<file path="src/rtl/stack_sequencer.sv">
// Expands one Forth stack word per handshake into SmartStack fetch/store/function pulses.
// Optional macro STACK_SEQ_ROT_EN enables the ROT word (opcode 9) and its third operand register.
module stack_sequencer #(
    parameter int WIDTH = 16,
    parameter int DEPTH = 8
) (
    input  logic                       i_clk,
    input  logic                       i_rst,
    input  logic                       i_valid,
    input  logic [3:0]                 i_opcode,
    input  logic [WIDTH-1:0]           i_imm,
    output logic                       o_ready,
    output logic                       o_done,
    output logic                       o_err,
    output logic [$clog2(DEPTH+1)-1:0] o_depth,
    output logic                       o_fetch,
    output logic                       o_store,
    output logic [2:0]                 o_function,
    output logic [WIDTH-1:0]           o_write_D,
    input  logic [WIDTH-1:0]           i_read_A,
    input  logic [WIDTH-1:0]           i_read_B
);
    localparam int DW = $clog2(DEPTH+1);

    localparam logic [3:0] OP_NOP  = 4'd0, OP_LIT  = 4'd1, OP_DUP = 4'd2, OP_DROP = 4'd3,
                           OP_SWAP = 4'd4, OP_OVER = 4'd5, OP_NIP = 4'd6, OP_ADD  = 4'd7,
                           OP_SUB  = 4'd8, OP_ROT  = 4'd9;
    localparam logic [2:0] F_PUSH = 3'b000, F_POP = 3'b001, F_POPR = 3'b011, F_NOP = 3'b111;

    typedef enum logic [2:0] {S_IDLE, S_FETCH, S_LATCH, S_STORE, S_DONE} state_t;

    state_t             state, state_n;
    logic [3:0]         op_q, op_sel;
    logic [1:0]         step, step_n, last_step;
    logic [WIDTH-1:0]   ra, rb, a_v, b_v;
    logic               inc_q, dec_q, inc_sel, dec_sel;
    logic               legal, net_inc, net_dec, reject, accept;
    logic [1:0]         min_d;
    logic               fetch_n, store_n, done_n, err_n;
    logic [2:0]         func_n;
    logic [WIDTH-1:0]   wd_n;
    logic [DW-1:0]      depth_n;
`ifdef STACK_SEQ_ROT_EN
    logic [WIDTH-1:0]   rc, c_v;
`endif

    assign o_ready = (state == S_IDLE);
    assign accept  = i_valid && o_ready;
    assign op_sel  = (state == S_IDLE) ? i_opcode : op_q;

    // Admission check is made on the incoming opcode against the current depth
    always_comb begin
        legal   = 1'b1;
        min_d   = 2'd0;
        net_inc = 1'b0;
        net_dec = 1'b0;
        case (i_opcode)
            OP_NOP:  ;
            OP_LIT:  net_inc = 1'b1;
            OP_DUP:  begin min_d = 2'd1; net_inc = 1'b1; end
            OP_DROP: begin min_d = 2'd1; net_dec = 1'b1; end
            OP_SWAP: min_d = 2'd2;
            OP_OVER: begin min_d = 2'd2; net_inc = 1'b1; end
            OP_NIP, OP_ADD, OP_SUB: begin min_d = 2'd2; net_dec = 1'b1; end
`ifdef STACK_SEQ_ROT_EN
            OP_ROT:  min_d = 2'd3;
`endif
            default: legal = 1'b0;
        endcase
    end

    assign reject  = !legal || (o_depth < DW'(min_d)) || (net_inc && (o_depth == DW'(DEPTH)));
    assign inc_sel = (state == S_IDLE) ? (net_inc && !reject) : inc_q;
    assign dec_sel = (state == S_IDLE) ? (net_dec && !reject) : dec_q;

    always_comb begin
        case (op_q)
            OP_SWAP: last_step = 2'd1;
            OP_ROT:  last_step = 2'd3;
            default: last_step = 2'd0;
        endcase
    end

    // Next-state logic
    always_comb begin
        state_n = state;
        case (state)
            S_IDLE: begin
                if (i_valid) begin
                    if (reject || i_opcode == OP_NOP)                  state_n = S_DONE;
                    else if (i_opcode == OP_LIT || i_opcode == OP_DROP) state_n = S_STORE;
                    else                                                state_n = S_FETCH;
                end
            end
            S_FETCH: state_n = S_LATCH;
            S_LATCH: state_n = S_STORE;
            S_STORE: begin
                if (step == last_step)                     state_n = S_DONE;
                else if (op_q == OP_ROT && step == 2'd0)   state_n = S_FETCH;
                else                                       state_n = S_STORE;
            end
            S_DONE:  state_n = S_IDLE;
            default: state_n = S_IDLE;
        endcase
    end

    // Step advances on every store so ROT's second fetch resumes at micro-step 1
    always_comb begin
        if (state == S_IDLE)       step_n = 2'd0;
        else if (state == S_STORE) step_n = step + 2'd1;
        else                       step_n = step;
    end

    // Operands as they will be held during the next cycle
    assign a_v = (state == S_LATCH && step == 2'd0) ? i_read_A : ra;
    assign b_v = (state == S_LATCH && step == 2'd0) ? i_read_B : rb;
`ifdef STACK_SEQ_ROT_EN
    assign c_v = (state == S_LATCH && step != 2'd0) ? i_read_B : rc;
`endif

    // Output logic: next values for the registered outputs
    always_comb begin
        fetch_n = (state_n == S_FETCH);
        store_n = (state_n == S_STORE);
        done_n  = (state_n == S_DONE);
        err_n   = accept && reject;
        func_n  = F_NOP;
        wd_n    = '0;
        depth_n = o_depth;
        if (state_n == S_DONE)
            depth_n = o_depth + DW'(inc_sel) - DW'(dec_sel);
        if (store_n) begin
            case (op_sel)
                OP_LIT:  begin func_n = F_PUSH; wd_n = i_imm; end
                OP_DUP:  begin func_n = F_PUSH; wd_n = a_v; end
                OP_DROP: func_n = F_POP;
                OP_SWAP: begin
                    if (step_n == 2'd0) begin func_n = F_POPR; wd_n = a_v; end
                    else                begin func_n = F_PUSH; wd_n = b_v; end
                end
                OP_OVER: begin func_n = F_PUSH; wd_n = b_v; end
                OP_NIP:  begin func_n = F_POPR; wd_n = a_v; end
                OP_ADD:  begin func_n = F_POPR; wd_n = b_v + a_v; end
                OP_SUB:  begin func_n = F_POPR; wd_n = b_v - a_v; end
`ifdef STACK_SEQ_ROT_EN
                OP_ROT: begin
                    case (step_n)
                        2'd0:    func_n = F_POP;
                        2'd1:    begin func_n = F_POPR; wd_n = b_v; end
                        2'd2:    begin func_n = F_PUSH; wd_n = a_v; end
                        default: begin func_n = F_PUSH; wd_n = c_v; end
                    endcase
                end
`endif
                default: ;
            endcase
        end
    end

    // State, datapath and output registers
    always_ff @(posedge i_clk or posedge i_rst) begin
        if (i_rst) begin
            state      <= S_IDLE;
            step       <= 2'd0;
            op_q       <= 4'd0;
            inc_q      <= 1'b0;
            dec_q      <= 1'b0;
            ra         <= '0;
            rb         <= '0;
`ifdef STACK_SEQ_ROT_EN
            rc         <= '0;
`endif
            o_fetch    <= 1'b0;
            o_store    <= 1'b0;
            o_done     <= 1'b0;
            o_err      <= 1'b0;
            o_function <= F_NOP;
            o_write_D  <= '0;
            o_depth    <= '0;
        end else begin
            state <= state_n;
            step  <= step_n;
            if (accept) begin
                op_q  <= i_opcode;
                inc_q <= net_inc && !reject;
                dec_q <= net_dec && !reject;
            end
            if (state == S_LATCH) begin
                if (step == 2'd0) begin
                    ra <= i_read_A;
                    rb <= i_read_B;
                end
`ifdef STACK_SEQ_ROT_EN
                else begin
                    rc <= i_read_B;
                end
`endif
            end
            o_fetch    <= fetch_n;
            o_store    <= store_n;
            o_done     <= done_n;
            o_err      <= err_n;
            o_function <= func_n;
            o_write_D  <= wd_n;
            o_depth    <= depth_n;
        end
    end
endmodule

</file>
<file path="config.mk">
export PLATFORM = sky130hd
export DESIGN_NAME = stack_sequencer
export DESIGN_NICKNAME = d
export VERILOG_FILES = /design/src/rtl/stack_sequencer.sv
export SDC_FILE = /design/constraint.sdc
export NUM_CORES = 1
export LEC_CHECK = 0
export CAP_MARGIN = 0
export CORE_MARGIN = 2
export CORE_UTILIZATION = 54
export DETAILED_ROUTE_END_ITERATION = 6
export PLACE_DENSITY = 0.82
export REMOVE_ABC_BUFFERS = 1
export SLEW_MARGIN = 20
export SYNTH_ARGS = -nofsm -noshare
export SYNTH_HDL_FRONTEND = slang
export SYNTH_SLANG_ARGS = --single-unit
</file>
<file path="constraint.sdc">
create_clock -name i_clk -period 5.3 [get_ports i_clk]
set_input_delay 1.06 -clock i_clk [delete_from_list [all_inputs] [get_ports i_clk]]
set_output_delay 1.06 -clock i_clk [all_outputs]
set_load 0.1 [all_outputs]
</file>
# After elaboration in Yosys (flattened, before gate mapping)

Index checks and enable logic that the tools add are counted.

Add/sub/neg operators: 5
Mux-type cells: 24
Eq/ne operators: 26
Reduce and logical (&&, ||, !) cells: 26
$lt $le $gt $ge: 1

Operator list:

| kind                                                | count |
|---|---|
| case mux 16 bit (6 select lines)                    | 1 |
| two-way mux 16 bit                                  | 4 |
| equality test 4 x 3 -> 1 bit, second input constant | 9 |
| case mux 3 bit (4 select lines)                     | 2 |
| adder 16 bit                                        | 1 |
| equality test 4 x 2 -> 1 bit, second input constant | 4 |
| equality test 4 bit, second input constant          | 4 |
| subtractor 16 bit                                   | 1 |
| two-way mux 3 bit                                   | 4 |
| two-way mux 2 bit                                   | 5 |
| equality test 3 x 2 -> 1 bit, second input constant | 3 |
| OR reduction 3 bit                                  | 3 |
| OR reduction 9 bit                                  | 1 |
| equality test 4 x 1 -> 1 bit, second input constant | 2 |
| case mux 2 bit (2 select lines)                     | 2 |
| logical AND 1 bit                                   | 7 |
| equality test 3 x 1 -> 1 bit, second input constant | 2 |
| two-way mux 1 bit                                   | 5 |
| OR reduction 5 bit                                  | 1 |
| adder 4 x 1 -> 4 bit                                | 1 |
| logical NOT 2 bit                                   | 2 |
| logical NOT 4 bit                                   | 1 |
| logical OR 1 bit                                    | 4 |
| < comparator 4 x 2 -> 1 bit                         | 1 |
| other kinds (10)                                    | 12 |

Register bits after elaboration: 70
Output and inout port bits: 28
Logic and storage cells: 96
Input port bits: 55

# Longest topological paths before layout

Gate-level depths: netlist of run 1.

Depth in word-level cells: 12
Gate-level depth with buffers: 22

# Least setup slack after synthesis of run 1

OpenSTA, ideal clock, no wires.

Kind: reg2reg
Start: reg step[0]
End: reg o_write_D[15]
Path slack: 0.579 ns
Setup time: 0.101 ns
Data arrival time: 4.620 ns
Cell stages (with the launch flop): 23
Data required time: 5.199 ns
Period minus slack after synthesis: 4.721 ns
Path through: dfrtp_1 inv_1 ha_1 nor4bb_1 buf_2 buf_2 buf_1 mux2_2 inv_1 ha_1 o21ai_0 o21ba_2 nor2_1 xnor2_1 ha_1 clkbuf_1 a21o_1 or3_1 o21ai_1 a31oi_1 a221oi_1 nor3_1 nor4_1

Cells in the longest elaborated chain, start to end: 7
Elaborated cells between the ends (all ways): 19
Those cells by class: 3 x add/sub; 2 x eq/ne; 10 x mux; 4 x reduce/logical

RTL lines:

| what                                                                      | line | RTL |
|---|---|---|
| start, declared                                                           | 34   | `logic [1:0] step, step_n, last_step;` |
| start signal, assigned                                                    | 182  | `step <= step_n;` |
| parallel branches: the longest is 6 deep, another holds subtractor 16 bit | -    |  |
| two-way mux 16 bit *                                                      | 132  | `if (store_n) begin` |
| net wd_n[15]                                                              | 41   | `logic [WIDTH-1:0] wd_n;` |
| end signal, assigned                                                      | 204  | `o_write_D <= wd_n;` |
| end, declared                                                             | 19   | `output logic [WIDTH-1:0] o_write_D,` |

Mark *: on every way through the listed nets, which the timed path passes.
A chain may end at the register's enable or synchronous reset.

# Worst setup path after layout of run 1

Start: reg step[0]
End: reg o_write_D[13]

Same word-level chain as after synthesis.

==> impl_metrics.json, run 1 <==
{
  "status": "finished clean",
  "antenna_cells": 0,
  "rsz0062_at_grt": "false",
  "drv_cap": 0,
  "pin_count": 83,
  "cp_data_required_time_ns": 5.58,
  "ys_warn_count": 0,
  "chipHeight_um": 97.04,
  "max_slew.worst_pin.slew_ns": 1.001,
  "dp.final_hpwl_mm": 8.981,
  "arrival_ns": 5.22,
  "firstDrtPassIters": 5,
  "synth_top_cell_by_area": "dfrtp_1",
  "synth_top_area_share_pct": 35.87,
  "clk_path_buf_depth": 2,
  "synth_edf_count": 0,
  "post_cts_buffers": 0,
  "critPathCaptureType": "register",
  "synthFlopType": "dfrtp_1",
  "rows": 33,
  "critPathBufInv": 1,
  "crit_path_max_fanout": 8,
  "fin_util_pct": 70.10,
  "hold_ws_ns": 0.4897,
  "wl_per_cell_um": 17.73,
  "slew_viol_final": 0,
  "worstPathCellList": "inv_1 -> ha_1 -> nor4bb_4 -> mux2i_1 -> ha_1 -> o21ai_0 -> o21ba_2 -> nor2_1 -> xnor2_1 -> ha_1 -> o211ai_1 -> nor3_1 -> o21ai_1 -> a31oi_1 -> a21oi_1 -> or4b_1 -> a31oi_1",
  "crit_path_start": "step[0]$_DFF_PP0_",
  "synth_compound_area_share_pct": 18.15,
  "yosys-top-cells-count": "dfrtp_1, nand2_1, a21oi_1, nor2_1, mux2_2",
  "h-tree-depth": 3,
  "num-nets-final": 658,
  "port_buffers": 82,
  "skew_ns": 0.009194,
  "r2r_slack_ns": 0.36,
  "synth_area_um2": 4674,
  "clock_latency_ns": 0.36,
  "setup_viol": 0,
  "hold_viol_final": 0,
  "grt_max_degree": 37,
  "gp_congestion": 0.9318,
  "clock.fmax_mhz": 202.3,
  "relSlewSlack_pct": 33.05,
  "synth_mux_area_share_pct": 11.19,
  "period_minus_slack_ns": 4.942,
  "fp.dieArea_um2": 9417,
  "rr_worst_depth": 17,
  "endpoint": "o_write_D[13]$_DFF_PP0_",
  "ant_nets": 0,
  "cts.repair.resized": 0,
  "cts_tree": "done",
  "yosys.area_share.adder_pct": 7.281,
  "synth.area.top_cells": "dfrtp_1, mux2_2, ha_1",
  "grt.overflow.total": 0,
  "slowest_stage": "nor4bb_4",
  "track_usage_pct": 26.23,
  "ys_seq_area_share_pct": 37.55,
  "syn_inst": 496,
  "avgSynthCellArea_um2": 9.424,
  "cpPeakStageDelay_ns": 0.66,
  "fin_crit_sh_pct": 93.25,
  "critical_path_depth": 17,
  "hold_class": "register to register",
  "drt_wl_total_mm": 12.18,
  "areaGrowthSynthToFinish_pct": 24.46,
  "cts_hold_repair.buffers": 0,
  "crit_type": "register to register",
  "tns_ns": 0,
  "grt_pass1_wl_mm": 20.09,
  "vias": 4177,
  "layout-drive-gt1-share_pct": 13.57,
  "grt_pass1_vias": 4118,
  "synth_top_family_by_area": "compound AO/OA/AOI/OAI gates",
  "r2r-start": "step[0]$_DFF_PP0_",
  "synth_xor_xnor_area_share_pct": 4.309,
  "synth.distinct_cells": 66,
  "clkSlewWorstSetupHoldPaths_ns": 0.08,
  "antenna_found_initial": 0,
  "yosys.area_share.simple_pct": 16.78,
  "via_per_inst": 6.080,
  "cts.sinks": 70,
  "yosysMostFrequentCell": "dfrtp_1",
  "die-width_um": 97.04,
  "ys_async_sr_fraction_pct": 100.0,
  "numCtsBuffers": 9,
  "start_util_pct": 56.32,
  "yosys_register_bits": 70,
  "drc": 0,
  "startpoint_type": "register",
  "cp_top_family": "simple AND/OR/NAND/NOR gates",
  "core_um2": 8299,
  "cts-root-buf": "clkbuf_8",
  "r2r-end": "o_write_D[13]$_DFF_PP0_",
  "crit_path_frequent_cell": "ha_1",
  "drtIter0Drc": 246
}
## through the flow
step | cell area (um^2) | instances | setup slack, ns
6_report | 5818 | 687 | 0.3578
5_1_grt | 5818 | 687 | 0.001707
4_1_cts | 5818 | 687 | 0.3794
3_5_place_dp | 5609 | 671 | 0.3794
3_3_place_gp | 5609 | 671 | 0.5136
2_1_floorplan | 4559 | 473 | -3.007
## layout make-up
type                    count  area [um^2]
well taps                 105        131.4
inverters                  28        106.4
clock buffers              11        151.4
clock inverters             5        57.56
flip-flops and latches     70         1755
multi-input cells         375         2713
repair buffers             93        903.4
fillers                   648         2481
## worst min-delay path, cell delays in order, from the launching register on
cell	delay (ns)
dfrtp_1	0.35
nand2_1	0.04
o21ai_0	0.06
## cells in the final DEF (no fill, tap or decap), types with 3 or more instances in the layout
cell	synthesis	final
clkdlybuf4s50_1	0	82
dfrtp_1	67	67
nand2_1	41	41
nor2_1	37	37
a21oi_1	37	37
mux2_2	34	34
inv_1	26	25
o21ai_0	25	25
ha_1	24	24
xnor2_1	21	21
nor3_1	19	19
a222oi_1	12	12
mux2i_1	11	11
clkbuf_8	0	11
buf_4	0	11
nand2b_1	9	9
a31oi_1	8	8
nor2b_1	6	6
o211ai_1	5	5
o21a_1	5	5
nor3b_1	4	4
a21o_1	4	4
nand3_1	4	4
or3_1	4	4
o31ai_1	4	4
a221oi_1	4	4
nor4_1	3	3
and3_1	3	3
and2_1	3	3
o21ai_1	3	3
clkinvlp_4	0	3
dfstp_2	3	3
## flip-flops by register name, summed over array words and instances, names as in the netlist
signal / cells
o_write_D: 16
ra: 16
rb: 16
o_depth: 4
op_q: 4
o_function: 3
state: 3
step: 2
dec_q: 1
inc_q: 1
o_done: 1
o_err: 1
o_fetch: 1
o_store: 1
## worst min path at each step
stage,startpoint,end,depth (start not counted)
after floorplan,dec_q$_DFFE_PP0P_,dec_q$_DFFE_PP0P_,2
after global placement,dec_q$_DFFE_PP0P_,dec_q$_DFFE_PP0P_,2
after detailed placement,dec_q$_DFFE_PP0P_,dec_q$_DFFE_PP0P_,2
after CTS,dec_q$_DFFE_PP0P_,dec_q$_DFFE_PP0P_,2
after global routing,dec_q$_DFFE_PP0P_,dec_q$_DFFE_PP0P_,2
final,dec_q$_DFFE_PP0P_,dec_q$_DFFE_PP0P_,2
## metal layers
layer / vias up / GRT usage, % / part of all wire (%)
li1: 1972 / - / -
met3: 17 / 5.780 / 7.1
met5: - / 0 / 0
met1: 2027 / 33.80 / 42
met2: 161 / 44.76 / 50
met4: 0 / 6.934 / 1.6
## cells by family (layout without fill, tap and decap cells)
logic type               count (synthesis)  count (layout)
multiplexers                            47              47
adder cells (fa/ha/maj)                 26              26
AO/OA/AOI/OAI                          128             128
AND/OR/NAND/NOR                        151             151
flip-flops                              70              70
XOR/XNOR                                23              23
buffers and inverters                   51             137
Power of run 1 is not shown: default switching activity piles up to over one toggle a cycle in this logic, so the estimate is an artifact.
==> run 2: changes to the inputs <==
--- a/config.mk
+++ b/config.mk
@@ -6,7 +6,7 @@
 export NUM_CORES = 1
 export LEC_CHECK = 0
 export CAP_MARGIN = 0
-export CORE_MARGIN = 2
+export CORE_MARGIN = 1.5
 export CORE_UTILIZATION = 54
 export DETAILED_ROUTE_END_ITERATION = 6
 export PLACE_DENSITY = 0.82
==> impl_metrics.json, run 2 (same netlist as run 1, synthesis figures left out) <==
{
  "status": "finished clean",
  "setup_viol": 0,
  "skew_ns": 0.01450,
  "hold_viol_final": 0,
  "slew_viol_final": 0,
  "cts.sinks": 70,
  "arrival_ns": 5.10,
  "grt_max_degree": 41,
  "clock_latency_ns": 0.36,
  "drt_wl_total_mm": 11.72,
  "wl_per_cell_um": 17.07,
  "grt_pass1_vias": 3999,
  "clk_path_buf_depth": 2,
  "numCtsBuffers": 9,
  "core_um2": 8299,
  "grt.overflow.total": 0,
  "max_slew.worst_pin.slew_ns": 0.9784,
  "multi_input_area_um2": 2714,
  "vias": 4141,
  "drc": 0,
  "grt_pass1_wl_mm": 18.99,
  "via_per_inst": 6.028,
  "areaGrowthSynthToFinish_pct": 24.30,
  "startpoint_type": "register",
  "cts_tree": "done",
  "track_usage_pct": 27.13,
  "rsz0062_at_grt": "false",
  "port_buffers": 82,
  "cts.repair.resized": 0,
  "cts_hold_repair.buffers": 0,
  "drv_cap": 0,
  "layout-drive-gt1-share_pct": 13.40,
  "layout_commonest_cell": "clkdlybuf4s50_1",
  "hold_class": "register to register",
  "period_minus_slack_ns": 4.833,
  "fin_util_pct": 70.01,
  "clkSlewWorstSetupHoldPaths_ns": 0.08,
  "crit_path_max_fanout": 12,
  "dp.final_hpwl_mm": 8.796,
  "ant_nets": 0,
  "h-tree-depth": 3,
  "rows": 33,
  "num-nets-final": 658,
  "drtIter0Drc": 283,
  "mostFrequentLayoutCells": "clkdlybuf4s50_1, dfrtp_1, nand2_1, nor2_1, a21oi_1",
  "antenna_found_initial": 0,
  "reg.largest.list": "o_write_D (16), ra (16), rb (16)",
  "start_util_pct": 56.32,
  "instances_no_fill": 687,
  "cp_data_required_time_ns": 5.57,
  "register_area_um2": 1755,
  "post_cts_buffers": 0,
  "dp.cells": 671,
  "fillers": 642,
  "fp.dieArea_um2": 9224,
  "die-width_um": 96.04,
  "clock.fmax_mhz": 206.9,
  "firstDrtPassIters": 7,
  "critPathCaptureType": "register",
  "fin_crit_sh_pct": 91.19,
  "crit_type": "register to register",
  "antenna_cells": 0,
  "cts-root-buf": "clkbuf_8",
  "gp_congestion": 0.8976,
  "relSlewSlack_pct": 34.57,
  "chipHeight_um": 96.04,
  "pin_count": 83
}
run 2: cell count changes in the layout (fill, tap and decap cells not counted), sizes merged:
cell,previous run,this run
clkinv,2,3
clkinvlp,3,2
run 2: metal layers:
metal | track usage, % | part of all wire (%) | vias up
met1 | 34.51 | 42 | 1973
met3 | 6.319 | 7.8 | 26
met2 | 45.31 | 48 | 170
li1 | - | - | 1972
met4 | 9.069 | 1.8 | 0
met5 | 0 | 0 | -
run 2: final timing paths:
path / from / endpoint / slack (ns) / cells after the start
max in group asynchronous: i_rst / ra[5]$_DFFE_PP0N_ / 3.25 / 3
min: inc_q$_DFFE_PP0P_ / inc_q$_DFFE_PP0P_ / 0.48 / 2
max reg2reg: step[0]$_DFF_PP0_ / o_write_D[15]$_DFF_PP0_ / 0.47 / 18
min in group asynchronous: i_rst / o_depth[2]$_DFFE_PP0P_ / 1.10 / 2
max: step[0]$_DFF_PP0_ / o_write_D[15]$_DFF_PP0_ / 0.47 / 18
min reg2reg: inc_q$_DFFE_PP0P_ / inc_q$_DFFE_PP0P_ / 0.48 / 2
run 2: area by class of cell:
cell class                 count  area share, %
multi-input combinational    375          46.71
sequential                    70          30.21
timing repair buffer          93          15.55
clock buffer                  11          2.433
tap                          105          2.261
inverter                      28          1.830
clock inverter                 5          1.012
run 2: critical path, stage by stage, from the launching register on:
cell	delay, ns
dfrtp_1	0.45
inv_1	0.16
ha_1	0.20
nor4bb_4	0.45
buf_4	0.28
mux2i_1	0.32
ha_1	0.22
o21ai_0	0.12
o21ba_2	0.30
nor2_1	0.06
xnor2_1	0.16
ha_1	0.37
a21o_1	0.23
or3_1	0.30
o21ai_1	0.20
a31oi_1	0.19
a221oi_1	0.39
nor3_1	0.09
nor4_1	0.25
run 2: through the flow:
stage	hold slack (ns)	setup slack [ns]	setup TNS, ns	cell area, um^2
floorplan	0.4497	-3.007	-53.68	4559
finish	0.4833	0.4670	0	5811
global route	0.5367	0.01414	0	5811
detailed placement	0.4716	0.5095	0	5609
CTS	0.4880	0.4901	0	5809
global placement	0.4612	0.6135	0	5609
Power of run 2 is left out for the same reason.
==> run 3: changes to the inputs <==
--- a/config.mk
+++ b/config.mk
@@ -9,6 +9,8 @@
 export CORE_MARGIN = 1.5
 export CORE_UTILIZATION = 54
 export DETAILED_ROUTE_END_ITERATION = 6
+export GPL_TIMING_DRIVEN = 0
+export HOLD_SLACK_MARGIN = 0.08
 export PLACE_DENSITY = 0.82
 export REMOVE_ABC_BUFFERS = 1
 export SLEW_MARGIN = 20
==> impl_metrics.json, run 3 (same netlist as run 1, synthesis figures left out) <==
{
  "status": "finished clean",
  "fin_area_um2": 5897,
  "num-nets-final": 653,
  "antenna_found_initial": 0,
  "grt_max_degree": 52,
  "cts_hold_repair.buffers": 0,
  "rows": 33,
  "critPathBufInv": 4,
  "clock_latency_ns": 0.35,
  "setup_viol": 0,
  "clock.fmax_mhz": 201.5,
  "chipHeight_um": 96.04,
  "critical_path_depth": 20,
  "fin_crit_sh_pct": 93.65,
  "gp_congestion": 0.9012,
  "start_util_pct": 56.32,
  "place_area_um2": 5599,
  "track_usage_pct": 27.61,
  "grt_pass1_wl_mm": 19.53,
  "mostFrequentLayoutCells": "clkdlybuf4s50_1, dfrtp_1, nand2_1, a21oi_1, nor2_1",
  "cp_top_family": "compound AO/OA/AOI/OAI gates",
  "fp.dieArea_um2": 9224,
  "relSlewSlack_pct": 34.58,
  "startpoint_type": "register",
  "layout_commonest_cell": "clkdlybuf4s50_1",
  "crit_path_frequent_cell": "ha_1",
  "clkSlewWorstSetupHoldPaths_ns": 0.08,
  "whs_path_depth": 2,
  "crit_path_max_fanout": 13,
  "grt.overflow.total": 0,
  "cp_data_required_time_ns": 5.54,
  "wl_per_cell_um": 17.90,
  "cpPeakStageDelay_ns": 0.45,
  "rr_worst_depth": 20,
  "core_um2": 8299,
  "max_slew.worst_pin.slew_ns": 0.9783,
  "slew_viol_final": 0,
  "drt_wl_total_mm": 12.21,
  "pin_count": 83,
  "crit_type": "register to register",
  "port_buffers": 82,
  "hold_viol_final": 0,
  "ant_nets": 0,
  "reg.largest.list": "o_write_D (16), ra (16), rb (16)",
  "cts.sinks": 70,
  "grt_pass1_vias": 4094,
  "period_minus_slack_ns": 4.964,
  "layout-drive-gt1-share_pct": 13.34,
  "rsz0062_at_grt": "false",
  "skew_ns": 0.01188,
  "arrival_ns": 5.20,
  "dp.final_hpwl_mm": 8.753,
  "firstDrtPassIters": 7,
  "drv_cap": 0,
  "tns_ns": 0,
  "vias": 4249,
  "slowest_stage": "dfrtp_1",
  "antenna_cells": 0,
  "worstPathCellList": "inv_1 -> ha_1 -> nor4bb_4 -> buf_6 -> buf_6 -> mux2_2 -> inv_1 -> ha_1 -> o21ai_0 -> o21ba_2 -> nor2_1 -> xnor2_1 -> ha_1 -> a21o_1 -> or3_1 -> o21ai_1 -> a31oi_1 -> a221oi_1 -> nor3_1 -> nor4_1",
  "clk_path_buf_depth": 2,
  "numCtsBuffers": 9,
  "cts-root-buf": "clkbuf_8",
  "hold_class": "register to register",
  "hold_ws_ns": 0.4969,
  "cts_tree": "done",
  "critPathCaptureType": "register",
  "drc": 0,
  "via_per_inst": 6.230,
  "die-width_um": 96.04,
  "areaGrowthSynthToFinish_pct": 26.15,
  "drtIter0Drc": 287,
  "fillers": 665,
  "h-tree-depth": 3
}
## run 3: final timing paths
check	startpoint	endpoint	slack (ns)
worst max register to register	step[0]$_DFF_PP0_	o_write_D[15]$_DFF_PP0_	0.34
worst min register to register	dec_q$_DFFE_PP0P_	dec_q$_DFFE_PP0P_	0.50
max in group asynchronous	i_rst	o_function[1]$_DFF_PP1_	3.69
worst max-delay path	step[0]$_DFF_PP0_	o_write_D[15]$_DFF_PP0_	0.34
min in group asynchronous	i_rst	o_write_D[7]$_DFF_PP0_	1.01
worst min-delay path	dec_q$_DFFE_PP0P_	dec_q$_DFFE_PP0P_	0.50
## run 3: area by class of cell
cell class | count | area [um^2] | share of cell area, %
timing repair buffer | 88 | 893.4 | 15.15
clock buffer | 11 | 151.4 | 2.567
sequential | 70 | 1755 | 29.77
multi-input combinational | 375 | 2728 | 46.26
clock inverter | 5 | 128.9 | 2.185
tap | 105 | 131.4 | 2.228
inverter | 28 | 108.9 | 1.846
## run 3: timing repair
| action | 4_1_cts | 5_1_grt |
|---|---|---|
| endpoints found under the setup margin | 0 | 2 |
| buffers inserted | 0 | 1 |
| resized for setup | 0 | 1 |
## run 3: routing by layer
metal | track usage (%) | vias to the layer above | wire length (um)
li1 | - | 1963 | -
met1 | 33.98 | 2046 | 4921
met2 | 48.24 | 216 | 6088
met3 | 6.082 | 24 | 1017
met4 | 7.966 | 0 | 179
met5 | 0 | - | 0
## run 3: metrics by stage
step / setup WS, ns / instances / utilization [%]
finish: 0.3363 / 682 / 71.05
global route: 0.05439 / 682 / 71.05
CTS: 0.04497 / 681 / 70.84
detailed placement: -0.2003 / 665 / 67.47
global placement: -5.580 / 660 / 66.41
floorplan: -3.007 / 473 / -
## run 3: worst min-delay path, delay by kind of cell, from the launching register on
family / cells / cell delay [ns]
flip-flops: 1 / 0.35
AO/OA/AOI/OAI: 1 / 0.06
AND/OR/NAND/NOR: 1 / 0.05
Power of run 3 is left out for the same reason.
==> RTL edit: new RTL, settings of run 3 <==
Add a define of `STACK_SEQ_ROT_EN`.
--- a/src/rtl/stack_sequencer.sv
+++ b/src/rtl/stack_sequencer.sv
@@ -1,5 +1,7 @@
 // Expands one Forth stack word per handshake into SmartStack fetch/store/function pulses.
 // Optional macro STACK_SEQ_ROT_EN enables the ROT word (opcode 9) and its third operand register.
+`define STACK_SEQ_ROT_EN
+
 module stack_sequencer #(
     parameter int WIDTH = 16,
     parameter int DEPTH = 8
Behaviour: same outputs for any inputs over 10 cycles, from zero or initial values and one cycle with i_rst high; that may be too few to reach the edited logic, so the function may still have changed.
==> RTL edit against run 3 <==
- setup slack got worse by 0.11 ns
- utilization decreased by 3.4 points
- synthesized area increased by 15%
- cell area increased by 12%
- wire length increased by 12%
- sequential share of layout area increased by 3.0 points
- register-to-register slack got worse by 0.096 ns
- sequential cell count increased by 16
- highest routed layer unchanged
Power is not shown: default switching activity piles up to over one toggle a cycle in this logic, so the estimate is an artifact.
==> RTL edit: results (changes against run 3) <==
| Metric | Value |
|---|---|
| Placed Instance Area | `0.006349 mm² (was 0.005599 mm²)` |
| Vias post-DR | `4522 (was 4249)` |
| Prevailing post-synth register cell | `dfrtp_1 (unchanged)` |
| Seq/Total Area, Yosys | `0.4014 (was 0.3755)` |
| Status | `finished clean (unchanged)` |
| Antenna Cells | `0 (unchanged)` |
| Nets | `699 (was 653)` |
| Crit path arrival time | `5.32 ns (was 5.20 ns)` |
| Share of post-route cells with drive strength above 1 | `0.1440 (was 0.1334)` |
| CP peak stage delay | `0.76 ns (was 0.45 ns)` |
| I/O Buffers | `82 (unchanged)` |
| Vias in the first global route | `4345 (was 4094)` |
| Layout fillers | `756 (was 665)` |
| Clock tree buffer depth | `2 (unchanged)` |
| WHS | `0.5055 ns (was 0.4969 ns)` |
| Wire length after detailed routing | `13680 µm (was 12210 µm)` |
| Ys async rst share | `1.000 (unchanged)` |
| Iteration-0 DRC Markers | `334 (was 287)` |
| Area contributors post-synth | `dfrtp_1 (39%), mux2_2 (8.8%), ha_1 (5.1%) (was dfrtp_1 (36%), mux2_2 (8.2%), ha_1 (6.4%))` |
| Post-DP HPWL | `9913 µm (was 8753 µm)` |
| Cell variety after synth | `70 (was 66)` |
| Largest net degree at the start of global routing | `45 (was 52)` |
| Hold Crit Class | `register to register (unchanged)` |
| Max stage delay cell, worst path | `clkdlybuf4s50_1 (was dfrtp_1)` |
| Root Buffer Master | `clkbuf_8 (unchanged)` |
| H-tree depth | `3 (unchanged)` |
| Gr usage total | `0.2657 (was 0.2761)` |
| Post-Syn Instances | `543 (was 496)` |
| Antenna violations before repair | `0 (unchanged)` |
| Detailed Routing Iterations Pass 1 | `7 (unchanged)` |
| CP Max Fanout | `13 (unchanged)` |
| GP Congestion | `0.9013 (was 0.9012)` |
| Antenna-violating nets left | `0 (unchanged)` |
| CTS Buf Count | `9 (unchanged)` |
| Clk_skew | `0.01309 ns (was 0.01188 ns)` |
| CP top delay family | `simple AND/OR/NAND/NOR gates (was compound AO/OA/AOI/OAI gates)` |
| Dpl cells | `741 (was 665)` |
| Clk_lat worst skew | `0.37 ns (was 0.35 ns)` |
| Clk pin slew, worst setup/hold paths | `~0.090 ns` |
| Syn. warnings | `0 (unchanged)` |
| Synth top cells by count | `dfrtp_1 (83), nor2_1 (52), mux2_2 (42) (was dfrtp_1 (67), nand2_1 (41), a21oi_1 (37), nor2_1 (37), mux2_2 (34))` |
| Worst-Margin Slew | `1.015 ns (was 0.9783 ns)` |
| First-pass GRT wire length | `21310 µm (was 19530 µm)` |
| Reg-to-reg slack, setup | `0.24 ns (was 0.34 ns)` |
| Wire per inst | `18.05 µm (was 17.90 µm)` |
[RTL edit: area by class of cell]
class	instances	area [µm²]	area share
multi-input cells	399	3019	0.4586
flip-flops and latches	86	2156	0.3274
repair buffers	92	922.1	0.1401
well taps	133	166.4	0.02528
clock buffers	9	123.9	0.01881
inverters	32	122.6	0.01862
clock inverters	7	73.82	0.01121
[RTL edit: metal layers]
| layer | vias to the layer above | track usage | wire length [µm] |
|---|---|---|---|
| met5 | - | 0 | 0 |
| met4 | 0 | 0.08535 | 231 |
| met3 | 18 | 0.04881 | 826 |
| met2 | 152 | 0.4412 | 6678 |
| met1 | 2233 | 0.3537 | 5945 |
| li1 | 2119 | - | - |
[RTL edit: per-stage QoR]
stage / setup TNS [ns] / setup WS [ns]
global route: 0 / 0.05292
CTS: 0 / 0.1496
detailed placement: -0.7389 / -0.4206
floorplan: -0.7239 / -0.4125
global placement: -9.221 / -1.493
finish: 0 / 0.2256
[RTL edit: final timing paths]
kind / startpoint / endpoint / cells past startpoint
min: rc[4] / rc[4] / 1
max: i_opcode[2] / o_write_D[15] / 15
min reg2reg: rc[4] / rc[4] / 1
min in group asynchronous: i_rst / o_write_D[0] / 2
max in group asynchronous: i_rst / o_function[2] / 3
max reg2reg: step[0] / o_write_D[15] / 18
[RTL edit: logic make-up after synthesis]
family          after synthesis  synth area share
compound gates              120            0.1545
xor+xnor                     29           0.04730
fa+ha+maj                    24           0.05871
buf+inv                      58           0.04473
flops                        86            0.4014
mux                          71            0.1466
simple gates                155            0.1468
[RTL edit: repair_timing]
| action | 4_1_cts | 5_1_grt |
|---|---|---|
| pin swaps | 1 | 0 |
| hold buffers | 0 | 0 |
| setup endpoints to repair | 1 | 1 |
| buffers inserted | 1 | 0 |
| gates resized for setup | 2 | 5 |
[RTL edit: worst register-to-register path, cell delays in order (launching register included)]
cell and delay [ns]:
dfrtp_1 0.43, inv_1 0.12, ha_1 0.23, nor4bb_4 0.29, buf_4 0.28, buf_4 0.21, mux2_4 0.35, or4_4 0.57
nand2_1 0.11, xnor2_1 0.14, ha_1 0.31, a21oi_1 0.27, and3_1 0.21, o21ai_1 0.09, a41o_1 0.33, a41oi_2 0.33
nor2_1 0.10, o2bb2ai_1 0.14, or3_1 0.45
